==> src/rtl/mkio_manchester_tx.sv <==
// mkio_manchester_tx: MIL-STD-1553 Manchester II word serialiser with one-word holding register
module mkio_manchester_tx #(
    parameter int HALF_BIT_CLKS = 24
) (
    input  logic        clk,
    input  logic        reset,
    input  logic        tx_ready,
    input  logic [15:0] tx_data,
    input  logic        tx_cd,
    output logic        tx_busy,
    output logic        tx_active,
    output logic        tx_done,
    output logic        tx_p,
    output logic        tx_n,
    output logic        tx_inh
);
    typedef enum logic {IDLE, SEND} state_t;

    localparam logic [7:0] CNT_LAST = 8'(HALF_BIT_CLKS - 1);
    localparam logic [5:0] H_LAST   = 6'd39;

    state_t      state_q, state_d;
    logic [7:0]  cnt_q, cnt_d;
    logic [5:0]  h_q, h_d;
    logic [15:0] data_q, data_d;
    logic [15:0] hold_data_q, hold_data_d;
    logic        cd_q, cd_d;
    logic        hold_cd_q, hold_cd_d;
    logic        hold_full_q, hold_full_d;
    logic        done_q, done_d;
    logic        half_end, word_end, load_pt, level;

    assign half_end = cnt_q == CNT_LAST;
    assign word_end = state_q == SEND && half_end && h_q == H_LAST;
    assign load_pt  = state_q == IDLE || word_end;

    // State register; reset drops the line and discards both the partial and the held word.
    always_ff @(posedge clk or negedge reset) begin
        if (!reset) begin
            state_q     <= IDLE;
            cnt_q       <= '0;
            h_q         <= '0;
            data_q      <= '0;
            cd_q        <= 1'b0;
            hold_data_q <= '0;
            hold_cd_q   <= 1'b0;
            hold_full_q <= 1'b0;
            done_q      <= 1'b0;
        end else begin
            state_q     <= state_d;
            cnt_q       <= cnt_d;
            h_q         <= h_d;
            data_q      <= data_d;
            cd_q        <= cd_d;
            hold_data_q <= hold_data_d;
            hold_cd_q   <= hold_cd_d;
            hold_full_q <= hold_full_d;
            done_q      <= done_d;
        end
    end

    // Next state: half-bit timing, word load at IDLE or the end of h=39, holding capture otherwise.
    always_comb begin
        state_d     = state_q;
        cnt_d       = cnt_q;
        h_d         = h_q;
        data_d      = data_q;
        cd_d        = cd_q;
        hold_data_d = hold_data_q;
        hold_cd_d   = hold_cd_q;
        hold_full_d = hold_full_q;
        done_d      = word_end;
        if (state_q == SEND) begin
            cnt_d = half_end ? 8'd0 : cnt_q + 8'd1;
            h_d   = half_end ? h_q + 6'd1 : h_q;
        end
        if (load_pt) begin
            cnt_d = '0;
            h_d   = '0;
            if (hold_full_q) begin
                state_d     = SEND;
                data_d      = hold_data_q;
                cd_d        = hold_cd_q;
                hold_full_d = 1'b0;
            end else if (tx_ready) begin
                state_d = SEND;
                data_d  = tx_data;
                cd_d    = tx_cd;
            end else begin
                state_d = IDLE;
            end
        end else if (tx_ready && !hold_full_q) begin
            hold_data_d = tx_data;
            hold_cd_d   = tx_cd;
            hold_full_d = 1'b1;
        end
    end

    // Line level of the current half bit: sync, MSB-first Manchester pairs, then odd parity pair.
    always_comb begin
        level = h_q < 6'd3  ? cd_q :
                h_q < 6'd6  ? ~cd_q :
                h_q < 6'd38 ? data_q[4'((6'd37 - h_q) >> 1)] ^ h_q[0] :
                              ~^data_q ^ h_q[0];
    end

    assign tx_active = state_q == SEND;
    assign tx_p      = tx_active & level;
    assign tx_n      = tx_active & ~level;
    assign tx_inh    = ~tx_active;
    assign tx_busy   = hold_full_q;
    assign tx_done   = done_q;
endmodule
==> config.mk <==
export PLATFORM = sky130hd
export DESIGN_NAME = mkio_manchester_tx
export DESIGN_NICKNAME = d
export VERILOG_FILES = /design/src/rtl/mkio_manchester_tx.sv
export SDC_FILE = /design/constraint.sdc
export NUM_CORES = 1
export LEC_CHECK = 0
export ABC_AREA = 1
export BUFFER_PORTS_ARGS = -buffer_cell sky130_fd_sc_hd__buf_2
export CAP_MARGIN = 20
export CORE_UTILIZATION = 55
export CTS_BUF_LIST = sky130_fd_sc_hd__clkbuf_8
export DETAILED_ROUTE_END_ITERATION = 12
export PLACE_DENSITY = 0.78
export SYNTH_ARGS = -nofsm -noshare
export SYNTH_HDL_FRONTEND = slang
export SYNTH_SLANG_ARGS = --single-unit
export TNS_END_PERCENT = 5
==> constraint.sdc <==
create_clock -name clk -period 1.95 [get_ports clk]
set_input_delay 0.2925 -clock clk [delete_from_list [all_inputs] [get_ports clk]]
set_output_delay 0.2925 -clock clk [all_outputs]
set_load 0.01 [all_outputs]
# Word level (Yosys, flattened, before mapping)
# Cells that the tools add are included.
[word_totals]
regBits = 51
elab_cells = 58
inputBits = 20
[classes]
muxes = 19
n_reduce_logical = 13
n_eq_ne = 2
addsub = 3
order_cmp = 4
bitwise_logic = 8
[ops]
columns = ["op", "count"]
rows = [
  ["$mux W16", 2],
  ["$mux W8", 3],
  ["$mux W6", 3],
  ["$reduce_xnor A16 Y1", 1],
  ["$mux W1", 10],
  ["$add A8 B1 Y8 const B", 1],
  ["$eq A8 B5 Y1 const B", 1],
  ["$reduce_bool A2 Y1", 4],
  ["$add A6 B1 Y6 const B", 1],
  ["$eq A6 B6 Y1 const B", 1],
  ["$lt A6 B2 Y1 const B", 1],
  ["$lt A6 B3 Y1 const B", 1],
  ["$lt A6 B6 Y1 const B", 1],
  ["$reduce_and A2 Y1", 3],
  ["$lt A4 B5 Y1 const B", 1],
  ["$sub A3 B5 Y5 const A", 1],
  ["$bmux W1 S4", 1],
  ["$not A1 Y1", 4],
  ["$logic_and A1 B1 Y1", 3],
  ["$and A1 B1 Y1", 2],
  ["$xor A1 B1 Y1", 2],
  ["$logic_not A1 Y1", 1],
  ["$logic_or A1 B1 Y1", 1],
]

# Longest topological paths before layout
# Gate-level depths: netlist of the first run.
[depth]
depth_word = 9
ltp_mapped = 15
depth_no_buf = 15

# Worst setup path after synthesis of the first run
# Ideal clock, no wire load.
[synth_timing]
path_kind = "reg-to-output"
start = "register h_q[2]"
end = "output port tx_n"
arrival_ns = 1.674
path_stages_with_launch = 14
setup_slack_ns = -0.017
t_required_ns = 1.657
path_buffers = 0
cell_sequence = "dfrtp_1 > ha_1 > inv_1 > a21oi_1 > o21ai_0 > nand3_1 > nand3_1 > nand2_1 > nand2_1 > nand3_1 > nand3_1 > nand2_1 > nand2_1 > nor2_1"
[synth_via]
elab_chain_len = 9
[synth_rtl]
columns = ["item", "line", "source"]
rows = [
  ["from (decl)", "24", "logic [5:0] h_q, h_d;"],
  ["from (signal assigned)", "42", "h_q <= '0;"],
  ["from (signal assigned)", "52", "h_q <= h_d;"],
  ["$sub A3 B5 Y5", "103", "h_q < 6'd38 ? data_q[4'((6'd37 - h_q) >> 1)] ^ h_q[0] :"],
  ["$bmux W1 S4", "103", ""],
  ["$mux W1 (not written as such)", "103", ""],
  ["$xor A1 B1 Y1", "103", ""],
  ["$mux W1", "103", ""],
  ["$mux W1", "102", "h_q < 6'd6 ? ~cd_q :"],
  ["$mux W1 *", "101", "level = h_q < 6'd3 ? cd_q :"],
  ["$not A1 Y1 *", "109", "assign tx_n = tx_active & ~level;"],
  ["$and A1 B1 Y1 *", "109", ""],
  ["to (decl)", "14", "output logic tx_n,"],
]
# Mark *: on every way between the ends. The rest lies on a longest branch, timed or not. The select of a mux whose other input is x is not followed.

# Worst setup path after layout of the first run
[layout_timing]
start = "register h_q[1]"
end = "output port tx_n"
# The elaborated chain is that of the path after synthesis.

==> results.tsv, run 1 <==
metric	value	unit
Data arrival, critical path	2150	ps
Clk pin slew, worst setup/hold paths	90	ps
final core area utilization	70.43	%
mux share of post-synthesis cell area	0	%
hpwl dp	4352	µm
WHS Path Cells	3	
CP Launch Type	flop	
failing checks	negative setup slack	
Remaining DRCs	0	
share of layout cells above drive strength 1	19.25	%
core footprint	4848	µm²
cell with the most instances after synthesis	nand2_1	
routability cong.	0.9084	
synthesized cell area	2853	µm²
Seq/Total Area, Yosys	44.74	%
Fin. Hold Viols	0	
instance count of the mapped netlist	391	
top-area cell type share of the netlist area	44.74	%
setup_tns	-1297	ps
CP max stage cell	dfrtp_2	
pin count of the biggest net entering global routing	35	
fin crit share	125.4	%
Psw	380.8	µW
Area Overhead vs Synth	19.69	%
Fmax	409.0	MHz
Reg power frac	56.4	%
Tmin final	2445	ps
P per Cell Area	548.8	nW/µm²
Final Max Slew Viols	0	
crit path max fanout	4	
DP Area	3131	µm²
Worst-Skew Late Latency	300	ps
CTS root buffer	clkbuf_8	
Comb power frac	3.0	%
Min-Delay Path Class	in -> reg	
leakage	0.001723	µW
global-route wire length before repair	10630	µm
post-synthesis xor/xnor area fraction	0.6140	%
Wirelength per Cell	12.81	µm
Worst-Margin Slew	498.3	ps
crit path capture type	output port	
syn_area_per_cell	7.296	µm²
Unique masters post-synth	26	
reg2reg end	h_q[2]	
Vert. Die Dim	74.02	µm
clk buf depth	2	
Hold Path Sink	hold_data_q[5]	
Yosys warnings	0	
Syn Nets	415	
final instance area	3415	µm²
Die Wd	74.02	µm
Post-Route WL	6314	µm
n_diodes	0	
worst path required time	1660	ps
CTS tree	done	
Adder-Cell Fraction of Synth Area	1.754	%
nets	449	
total power	1874	µW
IO Count	26	
initial DRC count	166	
Row Count	25	
reg2reg start	h_q[1]	
RSZ-0062 raised after global routing	true	
Yosys top cell by area	dfrtp_1	
P_int	1493	µW
Crit path top cell by count	nand3_2	
Hold Path Origin	tx_data[5]	
clk sink count	51	
CP peak stage delay	450	ps
number of fillers in the final layout	381	
GRT Util Overall	25.46	%
headroom to the max-slew limit	66.78	%
max_cap viols	0	
via count	2619	
initial core utilization	58.84	%
Worst Path Class, Setup	reg -> out	
post-route antenna net violation count	0	
Num CTS Buffers	5	
EDFF count, synth	0	
flop-to-flop setup slack	-40	ps
synthesis-stage register bit count	51	
Most used DFF post-synth	dfrtp_1	
DRT Pass-1 Iters	5	
main combinational cell family by area after synthesis	simple AND/OR/NAND/NOR gates	
top cells by count, synth	nand2_1 (131), inv_1 (57), dfrtp_1 (51)	
Final WS setup	-494.9	ps
Avg Vias per Cell	5.312	
H-tree levels	2	
largest cells by area after synthesis	dfrtp_1 (45%), nand2_1 (17%), o21ai_0 (7.7%)	
Sw Share	20.32	%
Die ar.	5479	µm²
maximum VDD drop	551.6	µV
Simple-Gate Fraction of Synth Area	26.54	%
vias in the first global route	2397	
Clock power frac	40.6	%
Setup Skew	6.963	ps
initial antenna violation count	0	
Port Buffer Count	25	
Reg2Reg Depth	10	
Final setup viols	19	
Compound-Gate Fraction of Synth Area	16.27	%
Async S/R FF share, synth	100.0	%
outcome	finished with violations	
crit-path cells	ha_4, buf_6, a21oi_2, o21ai_1, nand3_2, nand3_2, nand3_2, nand3_2, nand3_2, nand2_2, nand2_2, nor2_2, buf_2	
grt ovf	0	
-- worst max-delay path: cells and delay by family (launching register included) --
kind | cells | cell delay, ps
flops | 1 | 450
buf+inv | 2 | 230
compound gates | 2 | 130
simple gates | 8 | 720
fa+ha+maj | 1 | 310
-- layout by cell type, fill, tap and decap left out, types with 2 or more instances in the layout --
| cell type | Yosys | routed |
|---|---|---|
| buf_6 | 2 | 3 |
| nor2_1 | 16 | 15 |
| a21oi_2 | 1 | 7 |
| o21ai_1 | 2 | 26 |
| ha_4 | 0 | 2 |
| a21oi_1 | 16 | 10 |
| buf_12 | 0 | 4 |
| nand4_1 | 4 | 4 |
| o211ai_1 | 16 | 16 |
| and3_1 | 2 | 2 |
| clkbuf_8 | 0 | 6 |
| buf_4 | 0 | 7 |
| inv_2 | 0 | 3 |
| dfrtp_1 | 51 | 50 |
| nor3_1 | 6 | 6 |
| nand3_1 | 20 | 12 |
| nand3_2 | 1 | 9 |
| ha_1 | 4 | 2 |
| nand2_2 | 0 | 5 |
| inv_1 | 57 | 53 |
| buf_2 | 7 | 25 |
| nand2_1 | 131 | 125 |
| nor2_2 | 1 | 2 |
| o21ai_0 | 44 | 20 |
-- worst max-delay path by stage --
stage	endpoint	slack (ps)	start	cells past startpoint
4_1_cts	tx_n	-450	h_q[2]	14
3_3_place_gp	tx_n	-120	h_q[1]	14
3_5_place_dp	tx_p	-250	h_q[1]	12
6_report	tx_n	-490	h_q[1]	13
5_1_grt	tx_n	-590	data_q[9]	16
2_1_floorplan	tx_p	-10	h_q[2]	11
-- power groups by stage --
stage | sequential, µW | combinational [µW] | clock [µW]
floorplan | 1080 | 10.3 | 0
CTS | 1060 | 58.1 | 776
global route | 1060 | 67.2 | 809
detailed placement | 1080 | 56.3 | 0
global placement | 1080 | 55.1 | 0
finish | 1060 | 57.0 | 761
-- flip-flops by register name (all words and copies together) (netlist names) --
register	flops
cd_q	1
tx_active	1
hold_data_q	16
tx_done	1
hold_cd_q	1
cnt_q	8
h_q	6
tx_busy	1
data_q	16
-- metrics by stage --
step / setup WS [ps] / cells / hold slack (ps)
3_5_place_dp: -248.5 / 482 / 286.3
5_1_grt: -593.2 / 493 / 261.4
2_1_floorplan: -9.773 / 391 / -3.091
3_3_place_gp: -120.1 / 482 / 279.3
4_1_cts: -445.9 / 492 / 243.8
6_report: -494.9 / 493 / 233.7
-- what timing repair did --
item / in CTS / in global routing
setup buffers: 1 / 1
pin swaps: 10 / 11
endpoints found under the hold margin: 20 / 0
hold buffers: 1 / 0
endpoints found under the setup margin: 7 / 38
gates resized for setup: 31 / 28
-- layout make-up --
| type | instances | area, µm² | share of cell area [%] |
|---|---|---|---|
| tap | 67 | 83.83 | 2.455 |
| multi-input combinational | 270 | 1418 | 41.52 |
| inverter | 57 | 216.5 | 6.339 |
| clock inverter | 2 | 35.03 | 1.026 |
| sequential | 51 | 1277 | 37.41 |
| timing repair buffer | 40 | 301.5 | 8.831 |
| clock buffer | 6 | 82.58 | 2.418 |
-- metal layers --
layer / GRT usage, % / wire [µm]
met1: 32.77 / 2848
met2: 42.73 / 3043
met3: 4.607 / 273
met4: 10.04 / 147
met5: 0 / 0
-- cell families after synthesis --
logic type,count (synthesis)
adders and majority gates,4
AOI/OAI and AO/OA,81
buffers and inverters,70
xor gates and xnor gates,2
and+or+nand+nor,183
DFF,51
No activity file was read; power rests on OpenSTA's default activity.
==> inputs of run 2 (changes only) <==
ABC_AREA = not set   (was 1)
==> run 2 against run 1 <==
Against the previous run: the flow finishes with violations (design-rule violations, negative setup slack); wire length decreased by 13%; first-iteration DRC count decreased by 47%; sequential power increased by 6%; total power increased by 6.4%; area after synthesis decreased by 7.2%; register-to-register slack about the same; final cell count decreased by 30%; largest power group unchanged; highest routed layer unchanged.
==> results.tsv, run 2 <==
metric	value	unit	change
outcome	finished with violations		
failing checks	design-rule violations, negative setup slack		
Row Count	24		-4.0%
H-tree levels	2		unchanged
grt ovf	0		unchanged
Num CTS Buffers	5		unchanged
P per Cell Area	596.0	nW/µm²	+8.6%
Seq/Total Area, Yosys	48.23	%	+3.5 points
hpwl dp	3735	µm	-14%
Area Overhead vs Synth	26.38	%	
Place WS	-605.6	ps	-357.1 ps
Final setup viols	13		-6
vias in the first global route	2011		-16%
Data arrival, critical path	2500	ps	+350 ps
cell with the most instances after synthesis	dfrtp_1		
number of fillers in the final layout	292		-23%
initial DRC count	88		-47%
IO Count	26		unchanged
Multi-input gate area	1419	µm²	about the same
GRT Util Overall	24.48	%	-0.98 points
Die Wd	71.37	µm	-3.6%
routability cong.	0.8753		-3.6%
n_diodes	0		unchanged
register area	1277	µm²	unchanged
CP Launch Type	flop		
max_cap viols	0		unchanged
share of layout cells above drive strength 1	36.61	%	+17 points
DRT Pass-1 Iters	8		+3
GR peak layer	met2		
EDFF count, synth	0		unchanged
Syn Nets	257		-38%
top-area cell type share of the netlist area	48.23	%	+3.5 points
Unique masters post-synth	36		+38%
Fmax	358.6	MHz	-12%
met2 Use GR	43.17	%	+0.45 points
initial antenna violation count	0		unchanged
via count	1906		-27%
Yosys top cell by area	dfrtp_1		
Hold Slack	209.8	ps	-23.86 ps
Vert. Die Dim	71.37	µm	-3.6%
instance count of the mapped netlist	233		-40%
Final WS setup	-838.8	ps	-343.8 ps
Avg Vias per Cell	5.493		+3.4%
largest cells by area after synthesis	dfrtp_1 (48%), mux2_2 (7.2%), mux2i_1 (7.2%)		
Wirelength per Cell	15.76	µm	+23%
crit path capture type	output port		
Final Max Slew Viols	0		unchanged
final instance area	3344	µm²	-2.1%
leakage	0.001688	µW	-2.0%
Worst-Margin Slew	541.4	ps	+43.15 ps
non-filler cells, final	347		-30%
post-route antenna net violation count	0		unchanged
synthesis-stage register bit count	51		unchanged
clk buf depth	2		unchanged
Worst-Skew Late Latency	320	ps	+20 ps
DP Area	3097	µm²	-1.1%
nets	318		-29%
Most used DFF post-synth	dfrtp_1		
worst path required time	1660	ps	about the same
core footprint	4474	µm²	-7.7%
largest registers	data_q: 16 flops, hold_data_q: 16 flops, cnt_q: 8 flops		
Setup Skew	14.01	ps	+7.042 ps
post-CTS setup repair buffer count	0		-1
CTS root buffer	clkbuf_8		
met3 Track Usage GR	4.782	%	+0.17 points
Remaining DRCs	1		+1
clk sink count	51		unchanged
Worst Path Class, Setup	reg -> out		
Fin. Hold Viols	0		unchanged
fin crit share	143.0	%	+18 points
global-route met1 utilization	29.21	%	-3.6 points
Async S/R FF share, synth	100.0	%	unchanged
Clk pin slew, worst setup/hold paths	100	ps	about the same
crit path max fanout	6		+2
global-route wire length before repair	9266	µm	-13%
headroom to the max-slew limit	63.91	%	-2.9 points
CTS tree	done		
initial core utilization	59.14	%	+0.31 points
Port Buffer Count	25		unchanged
synthesized cell area	2646	µm²	-7.2%
leading cell type in the layout, fill and taps excluded	dfrtp_1		
top cells by count, synth	dfrtp_1 (51), nor2_1 (38), a21oi_1 (19), mux2i_1 (19), xnor2_1 (18)		
placed insts	338		-30%
Die ar.	5093	µm²	-7.0%
Yosys warnings	0		unchanged
most frequent cells in the layout	dfrtp_1 (50), nor2_1 (35), buf_4 (34)		
Min-Delay Path Class	in -> reg		
syn_area_per_cell	11.36	µm²	+56%
Tmin final	2789	ps	+343.8 ps
pin count of the biggest net entering global routing	33		-5.7%
RSZ-0062 raised after global routing	true		
maximum VDD drop	483.8	µV	-12%
Post-Route WL	5467	µm	-13%
run 2: final cells by class:
type | instances | area share (%)
clock inverters | 3 | 1.272
flip-flops and latches | 51 | 38.20
multi-input cells | 169 | 42.42
clock buffers | 5 | 2.058
inverters | 2 | 0.2245
well taps | 52 | 1.945
repair buffers | 65 | 13.88
run 2: per-layer routing:
metal	vias to the layer above	wire, µm
li1	927	-
met1	933	2285
met2	36	2903
met3	10	164
met4	0	114
met5	-	0
run 2: per-stage QoR:
step / total power, µW / utilization [%] / setup TNS [ps]
after floorplan: 1191 / - / -5920
after global placement: 1248 / 69.21 / -5705
after detailed placement: 1256 / 69.21 / -8564
after CTS: 1994 / 73.66 / -1819
after global routing: 2059 / 74.75 / -3583
final: 1993 / 74.75 / -1997
run 2: critical path: stages (launching register included):
cell     delay [ps]
dfrtp_2         480
ha_4            310
mux4_2          290
mux4_2          530
nand4_1         110
o21ai_1          60
a311o_1         260
buf_2           140
run 2: timing repair:
item / 4_1_cts / 5_1_grt
hold buffers: 1 / 0
endpoints found under the setup margin: 36 / 36
hold endpoints to repair: 22 / 0
pin swaps: 4 / 0
resized for setup: 16 / 11
run 2: worst paths after layout:
kind,start,endpoint,slack [ps],cells after the start
worst min register to register,hold_data_q[9],hold_data_q[9],520,1
worst max register to register,h_q[1],hold_data_q[7],-50,8
max in group asynchronous,reset,h_q[1],920,3
worst min-delay path,tx_data[15],hold_data_q[15],210,2
worst max-delay path,h_q[1],tx_n,-840,7
min in group asynchronous,reset,hold_data_q[13],480,2
run 2: where the power goes:
group          switching, µW  leakage, µW  internal, µW
sequential              20.9     0.000666          1100
clock                    364    0.0000599           383
combinational           55.3     0.000963          73.3
total                    440      0.00169          1550
run 2: cells by family after synthesis:
| logic type | Yosys count | synth area share [%] |
|---|---|---|
| buffers and inverters | 13 | 2.695 |
| adders and majority gates | 4 | 1.891 |
| AOI/OAI and AO/OA | 29 | 6.383 |
| and+or+nand+nor | 65 | 11.77 |
| xor gates and xnor gates | 30 | 9.929 |
| DFF | 51 | 48.23 |
| muxes | 41 | 19.10 |
